### config.mk
export PLATFORM = sky130hd
export DESIGN_NAME = fabric2_mport_flat
export DESIGN_NICKNAME = d
export VERILOG_FILES = /design/src/rtl/fabric2_mport_pkg.sv /design/src/rtl/fabric2_mport_if.sv /design/src/rtl/fabric2_addr_decode.sv /design/src/rtl/fabric2_mport.sv /design/src/flat_wrapper.sv
export SDC_FILE = /design/constraint.sdc
export NUM_CORES = 1
export LEC_CHECK = 0
export BUFFER_PORTS_ARGS = -buffer_cell sky130_fd_sc_hd__buf_4
export CAP_MARGIN = 20
export CORE_ASPECT_RATIO = 1.4
export CORE_MARGIN = 5
export CORE_UTILIZATION = 30
export CTS_CLUSTER_SIZE = 14
export DETAILED_ROUTE_END_ITERATION = 8
export RECOVER_POWER = 100
export SETUP_SLACK_MARGIN = 0.05
export SLEW_MARGIN = 10
export SYNTH_ARGS = -nofsm -noshare
export SYNTH_HDL_FRONTEND = slang
export SYNTH_HIERARCHICAL = 1
export SYNTH_SLANG_ARGS = --single-unit
### constraint.sdc
create_clock -name clk -period 3.3 [get_ports clk]
set_clock_uncertainty 0.15 [all_clocks]
set_input_delay 0.495 -clock clk [delete_from_list [all_inputs] [get_ports clk]]
set_output_delay 0.495 -clock clk [all_outputs]
set_load 0.005 [all_outputs]
### src/rtl/fabric2_mport_pkg.sv
// fabric2_mport_pkg: shared definitions for the fabric2 master port.
//   - OCP command / response codes
//   - FSM state type (ST_ERR exists only when FABRIC2_DECERR_EN is defined)
//   - default address map (port n at n<<28, top-nibble mask) and port-number width
package fabric2_mport_pkg;

  localparam logic [2:0] OCP_CMD_IDLE  = 3'b000;
  localparam logic [2:0] OCP_CMD_WR    = 3'b001;
  localparam logic [2:0] OCP_CMD_RD    = 3'b010;

  localparam logic [1:0] OCP_RESP_NULL = 2'b00;
  localparam logic [1:0] OCP_RESP_DVA  = 2'b01;
  localparam logic [1:0] OCP_RESP_FAIL = 2'b10;
  localparam logic [1:0] OCP_RESP_ERR  = 2'b11;

  localparam int unsigned PORTNO_WIDTH_DEF = 11;
  localparam logic [31:0] PORT_MASK_DEF    = 32'hF000_0000;

  // Default base of port n: the port number placed in the top address nibble.
  function automatic logic [31:0] port_base(input int unsigned n);
    return 32'(n) << 28;
  endfunction

  typedef enum logic [1:0] {
    ST_IDLE = 2'd0,
    ST_REQ  = 2'd1,
    ST_RESP = 2'd2
`ifdef FABRIC2_DECERR_EN
    ,
    ST_ERR  = 2'd3
`endif
  } state_e;

endpackage

### src/rtl/fabric2_mport_if.sv
// fabric2_mport_if: one OCP request/response channel.
//   MAddr/MCmd/MData/MByteEn : request from the OCP master
//   SCmdAccept/SData/SResp    : accept and response from the OCP slave
// Modports: master (drives the request), slave (drives accept/response).
interface fabric2_mport_if;
  logic [31:0] MAddr;
  logic [2:0]  MCmd;
  logic [31:0] MData;
  logic [3:0]  MByteEn;
  logic        SCmdAccept;
  logic [31:0] SData;
  logic [1:0]  SResp;

  modport master (
    output MAddr, MCmd, MData, MByteEn,
    input  SCmdAccept, SData, SResp
  );

  modport slave (
    input  MAddr, MCmd, MData, MByteEn,
    output SCmdAccept, SData, SResp
  );
endinterface

### src/rtl/fabric2_addr_decode.sv
// fabric2_addr_decode: combinational address decoder for five ports.
//   addr   in  32            request address
//   hit    out 1             some port matched
//   portno out PORTNO_WIDTH  matching port, P0 highest priority; 0 on a miss
// Port n matches when (addr & Pn_MASK) == Pn_BASE.
module fabric2_addr_decode
  import fabric2_mport_pkg::*;
#(
  parameter int unsigned PORTNO_WIDTH = PORTNO_WIDTH_DEF,
  parameter logic [31:0] P0_BASE = port_base(0),
  parameter logic [31:0] P1_BASE = port_base(1),
  parameter logic [31:0] P2_BASE = port_base(2),
  parameter logic [31:0] P3_BASE = port_base(3),
  parameter logic [31:0] P4_BASE = port_base(4),
  parameter logic [31:0] P0_MASK = PORT_MASK_DEF,
  parameter logic [31:0] P1_MASK = PORT_MASK_DEF,
  parameter logic [31:0] P2_MASK = PORT_MASK_DEF,
  parameter logic [31:0] P3_MASK = PORT_MASK_DEF,
  parameter logic [31:0] P4_MASK = PORT_MASK_DEF
) (
  input  logic [31:0]             addr,
  output logic                    hit,
  output logic [PORTNO_WIDTH-1:0] portno
);

  always_comb begin
    hit    = 1'b1;
    portno = '0;
    if ((addr & P0_MASK) == P0_BASE)      portno = PORTNO_WIDTH'(0);
    else if ((addr & P1_MASK) == P1_BASE) portno = PORTNO_WIDTH'(1);
    else if ((addr & P2_MASK) == P2_BASE) portno = PORTNO_WIDTH'(2);
    else if ((addr & P3_MASK) == P3_BASE) portno = PORTNO_WIDTH'(3);
    else if ((addr & P4_MASK) == P4_BASE) portno = PORTNO_WIDTH'(4);
    else                                  hit    = 1'b0;
  end

endmodule

### src/rtl/fabric2_mport.sv
// fabric2_mport: single-outstanding OCP bridge from a master to the fabric.
//   clk, nrst  : clock, asynchronous active-low reset
//   mst        : OCP slave side facing the requesting master
//   fab        : OCP master side facing the fabric (registered request)
//   o_act      : pulse when a request is accepted
//   o_done     : pulse when a transaction completes
//   o_portno   : destination port (live decode in the o_act cycle, held after)
// Optional feature: FABRIC2_DECERR_EN -- unmatched addresses get a local ERR
// response instead of being routed to port 0.
module fabric2_mport
  import fabric2_mport_pkg::*;
#(
  parameter int unsigned PORTNO_WIDTH = PORTNO_WIDTH_DEF,
  parameter logic [31:0] P0_BASE = port_base(0),
  parameter logic [31:0] P1_BASE = port_base(1),
  parameter logic [31:0] P2_BASE = port_base(2),
  parameter logic [31:0] P3_BASE = port_base(3),
  parameter logic [31:0] P4_BASE = port_base(4),
  parameter logic [31:0] P0_MASK = PORT_MASK_DEF,
  parameter logic [31:0] P1_MASK = PORT_MASK_DEF,
  parameter logic [31:0] P2_MASK = PORT_MASK_DEF,
  parameter logic [31:0] P3_MASK = PORT_MASK_DEF,
  parameter logic [31:0] P4_MASK = PORT_MASK_DEF
) (
  input  logic                    clk,
  input  logic                    nrst,
  fabric2_mport_if.slave          mst,
  fabric2_mport_if.master         fab,
  output logic                    o_act,
  output logic                    o_done,
  output logic [PORTNO_WIDTH-1:0] o_portno
);

  state_e                  state, state_nxt;
  logic [2:0]              mcmd_q;
  logic [31:0]             maddr_q, mdata_q;
  logic [3:0]              mbe_q;
  logic [PORTNO_WIDTH-1:0] portno_q;

  logic                    dec_hit;
  logic [PORTNO_WIDTH-1:0] dec_portno;
  logic                    act, done, accept;
  logic [1:0]              sresp;
  logic [31:0]             sdata;

  fabric2_addr_decode #(
    .PORTNO_WIDTH (PORTNO_WIDTH),
    .P0_BASE (P0_BASE), .P1_BASE (P1_BASE), .P2_BASE (P2_BASE),
    .P3_BASE (P3_BASE), .P4_BASE (P4_BASE),
    .P0_MASK (P0_MASK), .P1_MASK (P1_MASK), .P2_MASK (P2_MASK),
    .P3_MASK (P3_MASK), .P4_MASK (P4_MASK)
  ) u_decode (
    .addr   (mst.MAddr),
    .hit    (dec_hit),
    .portno (dec_portno)
  );

  // Accept/act are combinational from IDLE; gating with nrst keeps them low
  // while reset is held even if the master is already presenting a command.
  always_comb begin
    state_nxt = state;
    act       = 1'b0;
    accept    = 1'b0;
    done      = 1'b0;
    sresp     = OCP_RESP_NULL;
    sdata     = '0;
    case (state)
      ST_IDLE: begin
        if (nrst && mst.MCmd != OCP_CMD_IDLE) begin
          act    = 1'b1;
          accept = 1'b1;
`ifdef FABRIC2_DECERR_EN
          state_nxt = dec_hit ? ST_REQ : ST_ERR;
`else
          state_nxt = ST_REQ;
`endif
        end
      end
      ST_REQ: begin
        if (fab.SCmdAccept) begin
          // Writes are posted: completion is the accept itself.
          if (mcmd_q == OCP_CMD_WR) begin
            done      = 1'b1;
            state_nxt = ST_IDLE;
          end else if (fab.SResp != OCP_RESP_NULL) begin
            done      = 1'b1;
            sresp     = fab.SResp;
            sdata     = fab.SData;
            state_nxt = ST_IDLE;
          end else begin
            state_nxt = ST_RESP;
          end
        end
      end
      ST_RESP: begin
        if (fab.SResp != OCP_RESP_NULL) begin
          done      = 1'b1;
          sresp     = fab.SResp;
          sdata     = fab.SData;
          state_nxt = ST_IDLE;
        end
      end
`ifdef FABRIC2_DECERR_EN
      ST_ERR: begin
        done      = 1'b1;
        sresp     = OCP_RESP_ERR;
        state_nxt = ST_IDLE;
      end
`endif
      default: state_nxt = ST_IDLE;
    endcase
  end

  always_ff @(posedge clk or negedge nrst) begin
    if (!nrst) begin
      state    <= ST_IDLE;
      mcmd_q   <= OCP_CMD_IDLE;
      maddr_q  <= '0;
      mdata_q  <= '0;
      mbe_q    <= '0;
      portno_q <= '0;
    end else begin
      state <= state_nxt;
      if (act) begin
        maddr_q  <= mst.MAddr;
        mdata_q  <= mst.MData;
        mbe_q    <= mst.MByteEn;
        portno_q <= dec_hit ? dec_portno : '0;
        if (state_nxt == ST_REQ) mcmd_q <= mst.MCmd;
      end else if (state == ST_REQ && fab.SCmdAccept) begin
        mcmd_q <= OCP_CMD_IDLE;
      end
    end
  end

  assign fab.MCmd       = mcmd_q;
  assign fab.MAddr      = maddr_q;
  assign fab.MData      = mdata_q;
  assign fab.MByteEn    = mbe_q;
  assign mst.SCmdAccept = accept;
  assign mst.SResp      = sresp;
  assign mst.SData      = sdata;
  assign o_act          = act;
  assign o_done         = done;
  assign o_portno       = act ? (dec_hit ? dec_portno : '0) : portno_q;

endmodule
### src/flat_wrapper.sv
// flat-port wrapper written by rule: the top's interface ports become plain ports
module fabric2_mport_flat import fabric2_mport_pkg::*;
#(
  parameter int unsigned PORTNO_WIDTH = PORTNO_WIDTH_DEF,
  parameter logic [31:0] P0_BASE = port_base(0),
  parameter logic [31:0] P1_BASE = port_base(1),
  parameter logic [31:0] P2_BASE = port_base(2),
  parameter logic [31:0] P3_BASE = port_base(3),
  parameter logic [31:0] P4_BASE = port_base(4),
  parameter logic [31:0] P0_MASK = PORT_MASK_DEF,
  parameter logic [31:0] P1_MASK = PORT_MASK_DEF,
  parameter logic [31:0] P2_MASK = PORT_MASK_DEF,
  parameter logic [31:0] P3_MASK = PORT_MASK_DEF,
  parameter logic [31:0] P4_MASK = PORT_MASK_DEF
)
  (clk, nrst, o_act, o_done, o_portno, mst_MAddr, mst_MCmd, mst_MData, mst_MByteEn, mst_SCmdAccept, mst_SData, mst_SResp, fab_MAddr, fab_MCmd, fab_MData, fab_MByteEn, fab_SCmdAccept, fab_SData, fab_SResp);
  fabric2_mport_if mst_i ();
  fabric2_mport_if fab_i ();
  input  logic clk;
  input  logic nrst;
  output logic o_act;
  output logic o_done;
  output logic [PORTNO_WIDTH-1:0] o_portno;
  input wire logic [$bits(mst_i.MAddr)-1:0] mst_MAddr;
  input wire logic [$bits(mst_i.MCmd)-1:0] mst_MCmd;
  input wire logic [$bits(mst_i.MData)-1:0] mst_MData;
  input wire logic [$bits(mst_i.MByteEn)-1:0] mst_MByteEn;
  output wire logic [$bits(mst_i.SCmdAccept)-1:0] mst_SCmdAccept;
  output wire logic [$bits(mst_i.SData)-1:0] mst_SData;
  output wire logic [$bits(mst_i.SResp)-1:0] mst_SResp;
  output wire logic [$bits(fab_i.MAddr)-1:0] fab_MAddr;
  output wire logic [$bits(fab_i.MCmd)-1:0] fab_MCmd;
  output wire logic [$bits(fab_i.MData)-1:0] fab_MData;
  output wire logic [$bits(fab_i.MByteEn)-1:0] fab_MByteEn;
  input wire logic [$bits(fab_i.SCmdAccept)-1:0] fab_SCmdAccept;
  input wire logic [$bits(fab_i.SData)-1:0] fab_SData;
  input wire logic [$bits(fab_i.SResp)-1:0] fab_SResp;
  assign mst_i.MAddr = mst_MAddr;
  assign mst_i.MCmd = mst_MCmd;
  assign mst_i.MData = mst_MData;
  assign mst_i.MByteEn = mst_MByteEn;
  assign mst_SCmdAccept = mst_i.SCmdAccept;
  assign mst_SData = mst_i.SData;
  assign mst_SResp = mst_i.SResp;
  assign fab_MAddr = fab_i.MAddr;
  assign fab_MCmd = fab_i.MCmd;
  assign fab_MData = fab_i.MData;
  assign fab_MByteEn = fab_i.MByteEn;
  assign fab_i.SCmdAccept = fab_SCmdAccept;
  assign fab_i.SData = fab_SData;
  assign fab_i.SResp = fab_SResp;
  fabric2_mport #(.PORTNO_WIDTH(PORTNO_WIDTH), .P0_BASE(P0_BASE), .P1_BASE(P1_BASE), .P2_BASE(P2_BASE), .P3_BASE(P3_BASE), .P4_BASE(P4_BASE), .P0_MASK(P0_MASK), .P1_MASK(P1_MASK), .P2_MASK(P2_MASK), .P3_MASK(P3_MASK), .P4_MASK(P4_MASK)) u_core (.clk(clk), .nrst(nrst), .mst(mst_i), .fab(fab_i), .o_act(o_act), .o_done(o_done), .o_portno(o_portno));
endmodule
---- Word level (Yosys, flattened, before mapping) ----
Index checks and enable logic that the tools add are counted.
storage, ports and cells
  register bits ........................... 84
  input port bits ......................... 108
  output and inout port bits .............. 119
  word-level logic and storage cells ...... 58
cells by class
  reductions and logical operators ........ 8
  mux-type cells .......................... 35
  equal/unequal tests ..................... 9
operators by type and width
  cell                  number
  $mux W32              3
  $pmux W32 S2          1
  $mux W11              3
  $logic_not A32 Y1     1
  $mux W3               7
  $mux W2               8
  $mux W1               10
  $eq A4 B2 Y1 const B  2
  $pmux W2 S3           1
  $eq A2 B1 Y1 const B  2
  $eq A4 B1 Y1 const B  1
  $eq A4 B3 Y1 const B  1
  $pmux W2 S2           1
  $reduce_bool A2 Y1    2
  $eq A3 B1 Y1 const B  1
  $reduce_bool A3 Y1    1
  $eq A2 B2 Y1 const B  1
  $logic_and A1 B1 Y1   2
  $logic_not A2 Y1      1
  $ne A2 B2 Y1 const B  1
  $pmux W1 S2           1
  $reduce_and A2 Y1     1

---- Longest topological paths before layout ----
Gate-level depths: netlist of the first run.
  word-level depth ........................ 8
  mapped depth ............................ 8
  mapped depth without buffers ............ 6

---- Modules after synthesis ----
The synthesis of the first run kept the hierarchy.
modules (own cells, without submodules)
  module               cells an instance  area an instance (µm²)  instances
  fabric2_mport        419                3,711.1                 1
  fabric2_addr_decode  14                 105.1                   1

---- Worst setup path after synthesis of the first run ----
No wires, ideal clock.
  kind .................................... reg-to-output
  start ................................... register u_core.state[1]
  end ..................................... output port o_act
  buffers on the path ..................... 3
  data required time ...................... 2,655 ps
  slack ................................... 1,157 ps
  arrival ................................. 1,498 ps
  cell stages (with the launch flop) ...... 8
  cell sequence ........................... dfrtp_1 -> inv_1 -> ha_1 -> o311ai_2 -> buf_4 -> inv_2 -> clkbuf_1 -> buf_4
on the way
  word-level cells in the longest chain between the ends .. 2
RTL lines
  what                    RTL line              text
  from (decl)             fabric2_mport.sv:34   state_e state, state_nxt;
  from (signal assigned)  fabric2_mport.sv:123  state <= state_nxt;
  $logic_not A2 Y1        -
  $mux W1                 -
  to (decl)               flat_wrapper.sv:21    output logic o_act;
Every way passes these cells.

---- Final worst setup path of the first run ----
  start ................................... register u_core.state[1]
  end ..................................... output port mst_SData[14]
on the way
  word-level cells in the longest chain between the ends .. 2
  elaborated cells between the ends (all ways) .. 3
  classes of those cells .................. eq/ne (2); mux (1)
RTL lines
  what                                                 RTL line             text
  $eq A2 B2 Y1 / $eq A2 B1 Y1 (equally long branches)  fabric2_mport.sv:67  case (state)
  $pmux W32 S2 (*)                                     fabric2_mport.sv:67
  to (decl)                                            flat_wrapper.sv:29   output wire logic [$bits(mst_i.SData)-1:0] mst_SData;
Mark *: on every way between the ends. The rest lies on a longest branch, timed or not.

==> reports/metrics.cfg, run 1 <==
[grt]
grt_most_used_layer=met2
grt_usage=0.159
grt_pass1_wl_mm=19.0
met2_usage=0.299
use_met3=0.0544
use_met1=0.165
antenna_found_initial=0
grt_max_degree=51
overflow=0
grt_pass1_vias=3660

[logic_synthesis]
synth-seq-cells=84
synth_edf_count=0
syn_area_um2=3820
synth.top_cells.by_area=dfrtp_1 55%, nand2_1 23%, and2_4 6.9%, buf_4 2.0%, o21ai_0 1.7%
synth_top_area_frac=0.551
yosysWarnings=6
synth.yosys.seq_area_share=0.551
synth.avg_cell_area_um2=8.81
synthArstFlopShare=1.00
synth.largest_area_cell=dfrtp_1
netlist_instances=433
synth_most_common_cell=nand2_1
netlist_top_cells_count=230 x nand2_1, 84 x dfrtp_1, 30 x and2_4, 13 x o21ai_0, 10 x buf_4
synth_top_flop_cell=dfrtp_1
ys_types=31

[worst_setup_path]
cp.arrival_ps=2250
critPathMaxFanout=19
cp-end-kind=primary output
crit_required_ps=2650
start_kind=flop
path_class=flop to primary output

[timing]
finalHoldViolCount=0
slew_headroom=0.221
worstMarginPinSlew_ps=1170
fin_crit_sh=0.876
max_freq_ghz=0.346
slew_violations=0
period_needed_ps=2890
grt_setup_unrepaired=false
tns_ps=0
setup-violations-final=0

[pwr]
p_leak_nw=3.12
clock_power_share=0.215
worst_ir_drop_vdd_uv=305
switching_share=0.347
seqPwrFrac=0.399
power.switching_mw=1.50
p_int_mw=2.83
power_density_nw_per_um2=760
p_comb_frac=0.385

[drt]
viasPerCell=4.34
firstDrtPassIters=4
drtIter0Drc=103
drc_errors=0
via_count=3510
ant_nets=0
routed_wl_mm=12.1
wl_per_cell_um=14.9

[clock_tree]
clkLatencyLatePin_ps=330
cts-root-buf=clkbuf_16
cts_made_buffers=9
cts_max_level=3
clk_pin_slew_ps=60
postCtsHoldBufs=0
cts_resized=0
cts_setup_buffers=0
tritoncts=done
clk_path_buf_depth=2
cts.sinks=84

[floorplanning]
dieArea_um2=15100
core_area_um2=12400
die_h_um=143
start_util=0.307
rows=48
io_pins=227
die_w_um=105

[layout]
final_area_um2=5690
antenna_cells=0
final_nets=766
drive_above_1_share=0.364
syn_to_final_growth_pct=49.0

[outcome]
outcome=completed

[min_path]
hold_class=primary input to async pin

[run]
maxCapViolCount=0

[placement]
gp_congestion=0.820
place_area_um2=5600
dp.final_hpwl_mm=9.47
port_buffers=226

## metal layers
layer  part of all wire  vias to the layer above
li1                   -                     1753
met1               0.37                     1592
met2               0.53                      157
met3              0.091                        8
met4              0.013                        0
met5                  0                        -
## path summary, 6_finish.rpt
check                                           from                   end  slack, ps  cells past startpoint
worst min register to register  u_core/fab.MAddr[14]  u_core/fab.MAddr[14]        320                      2
worst max register to register       u_core/state[1]    u_core/fab.MCmd[0]        460                      8
min in group clk                        mst_MAddr[5]   u_core/fab.MAddr[5]        200                      3
worst min-delay path                            nrst    u_core/portno_q[6]        160                      2
worst max-delay path                 u_core/state[1]         mst_SData[14]        410                      7
max in group asynchronous                       nrst  u_core/fab.MData[22]       1320                      3
## state kept, by name, indices dropped and copies added (netlist names)
signal / count
u_core/fab.MAddr: 32
u_core/fab.MByteEn: 4
u_core/portno_q: 11
u_core/fab.MCmd: 3
u_core/state: 2
u_core/fab.MData: 32
## critical path, stage by stage (launching register included)
cell and delay, ps:
dfrtp_1 420, inv_1 90, ha_1 310, inv_1 80, nor3_4 380, clkbuf_2 350, and2_2 190, buf_4 100
## logic make-up (layout without fill, tap and decap cells)
logic type               count (synthesis)  count (layout)  share of synthesized area
multiplexers                             3               3                    0.00787
other                                    1               8                   0.000983
AO/OA/AOI/OAI                           22              22                     0.0397
AND/OR/NAND/NOR                        279             279                      0.330
buffers and inverters                   40             259                     0.0580
adder cells (fa/ha/maj)                  4               4                     0.0131
flip-flops                              84              84                      0.551
## placed cells by master (no fill, tap or decap), types with 2 or more instances in the layout
cell / netlist / final
inv_1: 9 / 9
dfrtp_1: 84 / 84
ha_1: 4 / 4
nand2_1: 230 / 230
nand3_1: 3 / 3
and2_0: 0 / 14
clkbuf_1: 8 / 29
clkbuf_2: 0 / 4
nand4_1: 2 / 2
o21ai_0: 13 / 13
clkbuf_16: 0 / 9
nor2_1: 4 / 4
and2_4: 30 / 2
clkinvlp_4: 0 / 2
mux2i_1: 3 / 3
and2_2: 0 / 15
conb_1: 1 / 8
nor3b_1: 2 / 2
a21oi_1: 3 / 3
buf_4: 10 / 150
clkbuf_4: 0 / 52
## power by group through the flow
stage	Combinational, mW	Clock (mW)	Sequential, mW
floorplan	0.774	0	1.76
global placement	1.89	0	1.74
detailed placement	1.93	0	1.75
CTS	1.92	0.970	1.75
global route	1.88	1.01	1.79
finish	1.67	0.930	1.73
## final cells by class
cell class,count,area (um^2)
Clock inverter,4,32.5
Sequential cell,84,2100
Inverter,10,37.5
Fill cell,1248,6750
Multi-Input combinational cell,316,1440
Clock buffer,12,246
Timing Repair Buffer,233,1640
Tap cell,150,188
## per-stage QoR
| step | setup slack (ps) | total power [mW] | std cells | hold slack, ps | util |
|---|---|---|---|---|---|
| after global placement | 632 | 3.63 | 792 | 308 | 0.450 |
| after detailed placement | 505 | 3.68 | 792 | 313 | 0.450 |
| after global routing | 198 | 4.69 | 809 | 196 | 0.457 |
| after CTS | 148 | 4.64 | 808 | 131 | 0.473 |
| after floorplan | 1160 | 2.54 | 440 | 49.4 | - |
| final | 409 | 4.32 | 809 | 162 | 0.457 |
Power figures use the tool's default switching activity.
==> run 2, diff against run 1 <==
CELL_PAD_IN_SITES_DETAIL_PLACEMENT = 1   (was not set)
CELL_PAD_IN_SITES_GLOBAL_PLACEMENT = 1   (was not set)
PLACE_DENSITY_LB_ADDON = 0.1   (was not set)
==> reports/metrics.cfg, run 2 (synthesis gave the netlist of run 1 again) <==
[pwr]
p_int_mw=2.81  ; -0.37%
power_density_nw_per_um2=782  ; +2.9%
p_comb_frac=0.375  ; -0.010
p_leak_nw=3.04  ; -2.7%
switching_share=0.359  ; +0.0121
seqPwrFrac=0.392  ; -0.007
worst_ir_drop_vdd_uv=313  ; +2.6%
power.switching_mw=1.57  ; +5.1%
clock_power_share=0.234  ; +0.019

[placement]
gp_congestion=0.783  ; -4.5%
dpl_worst_slack_ps=786  ; +281 ps
port_buffers=226  ; unchanged
placed_cells=792  ; unchanged
dp.final_hpwl_mm=10.5  ; +10%

[layout]
antenna_cells=0  ; unchanged
drive_above_1_share=0.307  ; -0.0572
final_common_cell=nand2_1
fill_cells=1542  ; +24%
final_core_util=0.451  ; -0.00624
final_nets=765  ; -0.13%
syn_to_final_growth_pct=47.0
final_cell_mix=230 x nand2_1, 153 x buf_4, 84 x dfrtp_1, 47 x clkbuf_1, 30 x clkbuf_4
instances_no_fill=808  ; -0.12%

[worst_setup_path]
crit_required_ps=2650  ; about the same
critPathMaxFanout=26  ; +7
cp.arrival_ps=2240  ; about the same
cp-end-kind=primary output
start_kind=flop
path_class=flop to primary output

[timing]
setup-violations-final=0  ; unchanged
tns_ps=0  ; unchanged
slew_headroom=0.260  ; +0.0397
worstMarginPinSlew_ps=1110  ; -59.6 ps
layout_setup_ws_ps=416  ; +6.38 ps
fin_crit_sh=0.874  ; -0.00193
slew_violations=0  ; unchanged
finalHoldViolCount=0  ; unchanged
grt_setup_unrepaired=false
period_needed_ps=2880  ; -6.38 ps
max_freq_ghz=0.347  ; +0.22%

[grt]
grt_pass1_vias=3842  ; +5.0%
antenna_found_initial=0  ; unchanged
grt_pass1_wl_mm=20.8  ; +9.8%
overflow=0  ; unchanged
grt_max_degree=50  ; -2.0%
grt_usage=0.176  ; +0.0168

[clock_tree]
cts.sinks=84  ; unchanged
clk_path_buf_depth=2  ; unchanged
cts_setup_buffers=0  ; unchanged
clkLatencyLatePin_ps=330  ; about the same
cts_max_level=3  ; unchanged
clk_pin_slew_ps=60  ; about the same
cts_made_buffers=9  ; unchanged
postCtsHoldBufs=0  ; unchanged
cts_resized=0  ; unchanged
cts-root-buf=clkbuf_16
tritoncts=done

[outcome]
outcome=completed

[drt]
drc_errors=0  ; unchanged
ant_nets=0  ; unchanged
routed_wl_mm=13.4  ; +11%
wl_per_cell_um=16.6  ; +11%
drtIter0Drc=72  ; -30%
firstDrtPassIters=3  ; -1
via_count=3604  ; +2.7%
viasPerCell=4.46  ; +2.8%

[floorplanning]
die_w_um=105  ; unchanged
dieArea_um2=15100  ; unchanged
core_area_um2=12400  ; unchanged
rows=48  ; unchanged
io_pins=227  ; unchanged
die_h_um=143  ; unchanged
start_util=0.307  ; unchanged

[run]
maxCapViolCount=0  ; unchanged

[min_path]
hold_class=primary input to async pin

-- run 2: power by group through the flow --
stage	Combinational [mW]	Clock (mW)	Sequential [mW]
after floorplan	0.774	0	1.76
after global placement	1.94	0	1.73
after detailed placement	1.99	0	1.75
after CTS	2.00	1.06	1.74
after global routing	1.87	1.11	1.78
final	1.64	1.03	1.72
-- run 2: path summary, 6_finish.rpt --
check,cells after the start,to,slack (ps),start
setup / recovery,5,mst_SCmdAccept,420,u_core/state[1]
hold / removal,2,u_core/portno_q[6],160,nrst
setup reg to reg,7,u_core/fab.MData[15],650,u_core/state[1]
hold reg to reg,2,u_core/fab.MData[27],320,u_core/fab.MData[27]
max in group asynchronous,3,u_core/fab.MAddr[0],1350,nrst
min in group clk,3,u_core/fab.MData[7],200,mst_MData[7]
-- run 2: metrics by stage --
step / cell area (um^2) / hold WS, ps / power [mW]
after floorplan: 3840 / 49.4 / 2.54
after global placement: 5600 / 310 / 3.67
after detailed placement: 5600 / 313 / 3.74
after CTS: 5900 / 144 / 4.80
after global routing: 5610 / 187 / 4.76
final: 5610 / 161 / 4.39
-- run 2: layer usage --
metal	GRT usage	wire [um]
met1	0.196	5220
met2	0.316	6920
met3	0.0571	1000
met4	0.0587	259
met5	0	0
-- run 2: critical path: stages, from the launching register on --
cell and delay (ps):
dfrtp_1 430, inv_1 100, ha_1 200, o311ai_0 220, inv_1 700, buf_4 240
-- run 2: area by class of cell --
type / count / area [um^2] / area share
clock buffer: 11 / 243 / 0.0433
inverter: 10 / 37.5 / 0.00669
tap: 150 / 188 / 0.0335
sequential: 84 / 2100 / 0.375
timing repair buffer: 232 / 1560 / 0.278
multi-input combinational: 316 / 1420 / 0.253
clock inverter: 5 / 60.1 / 0.0107
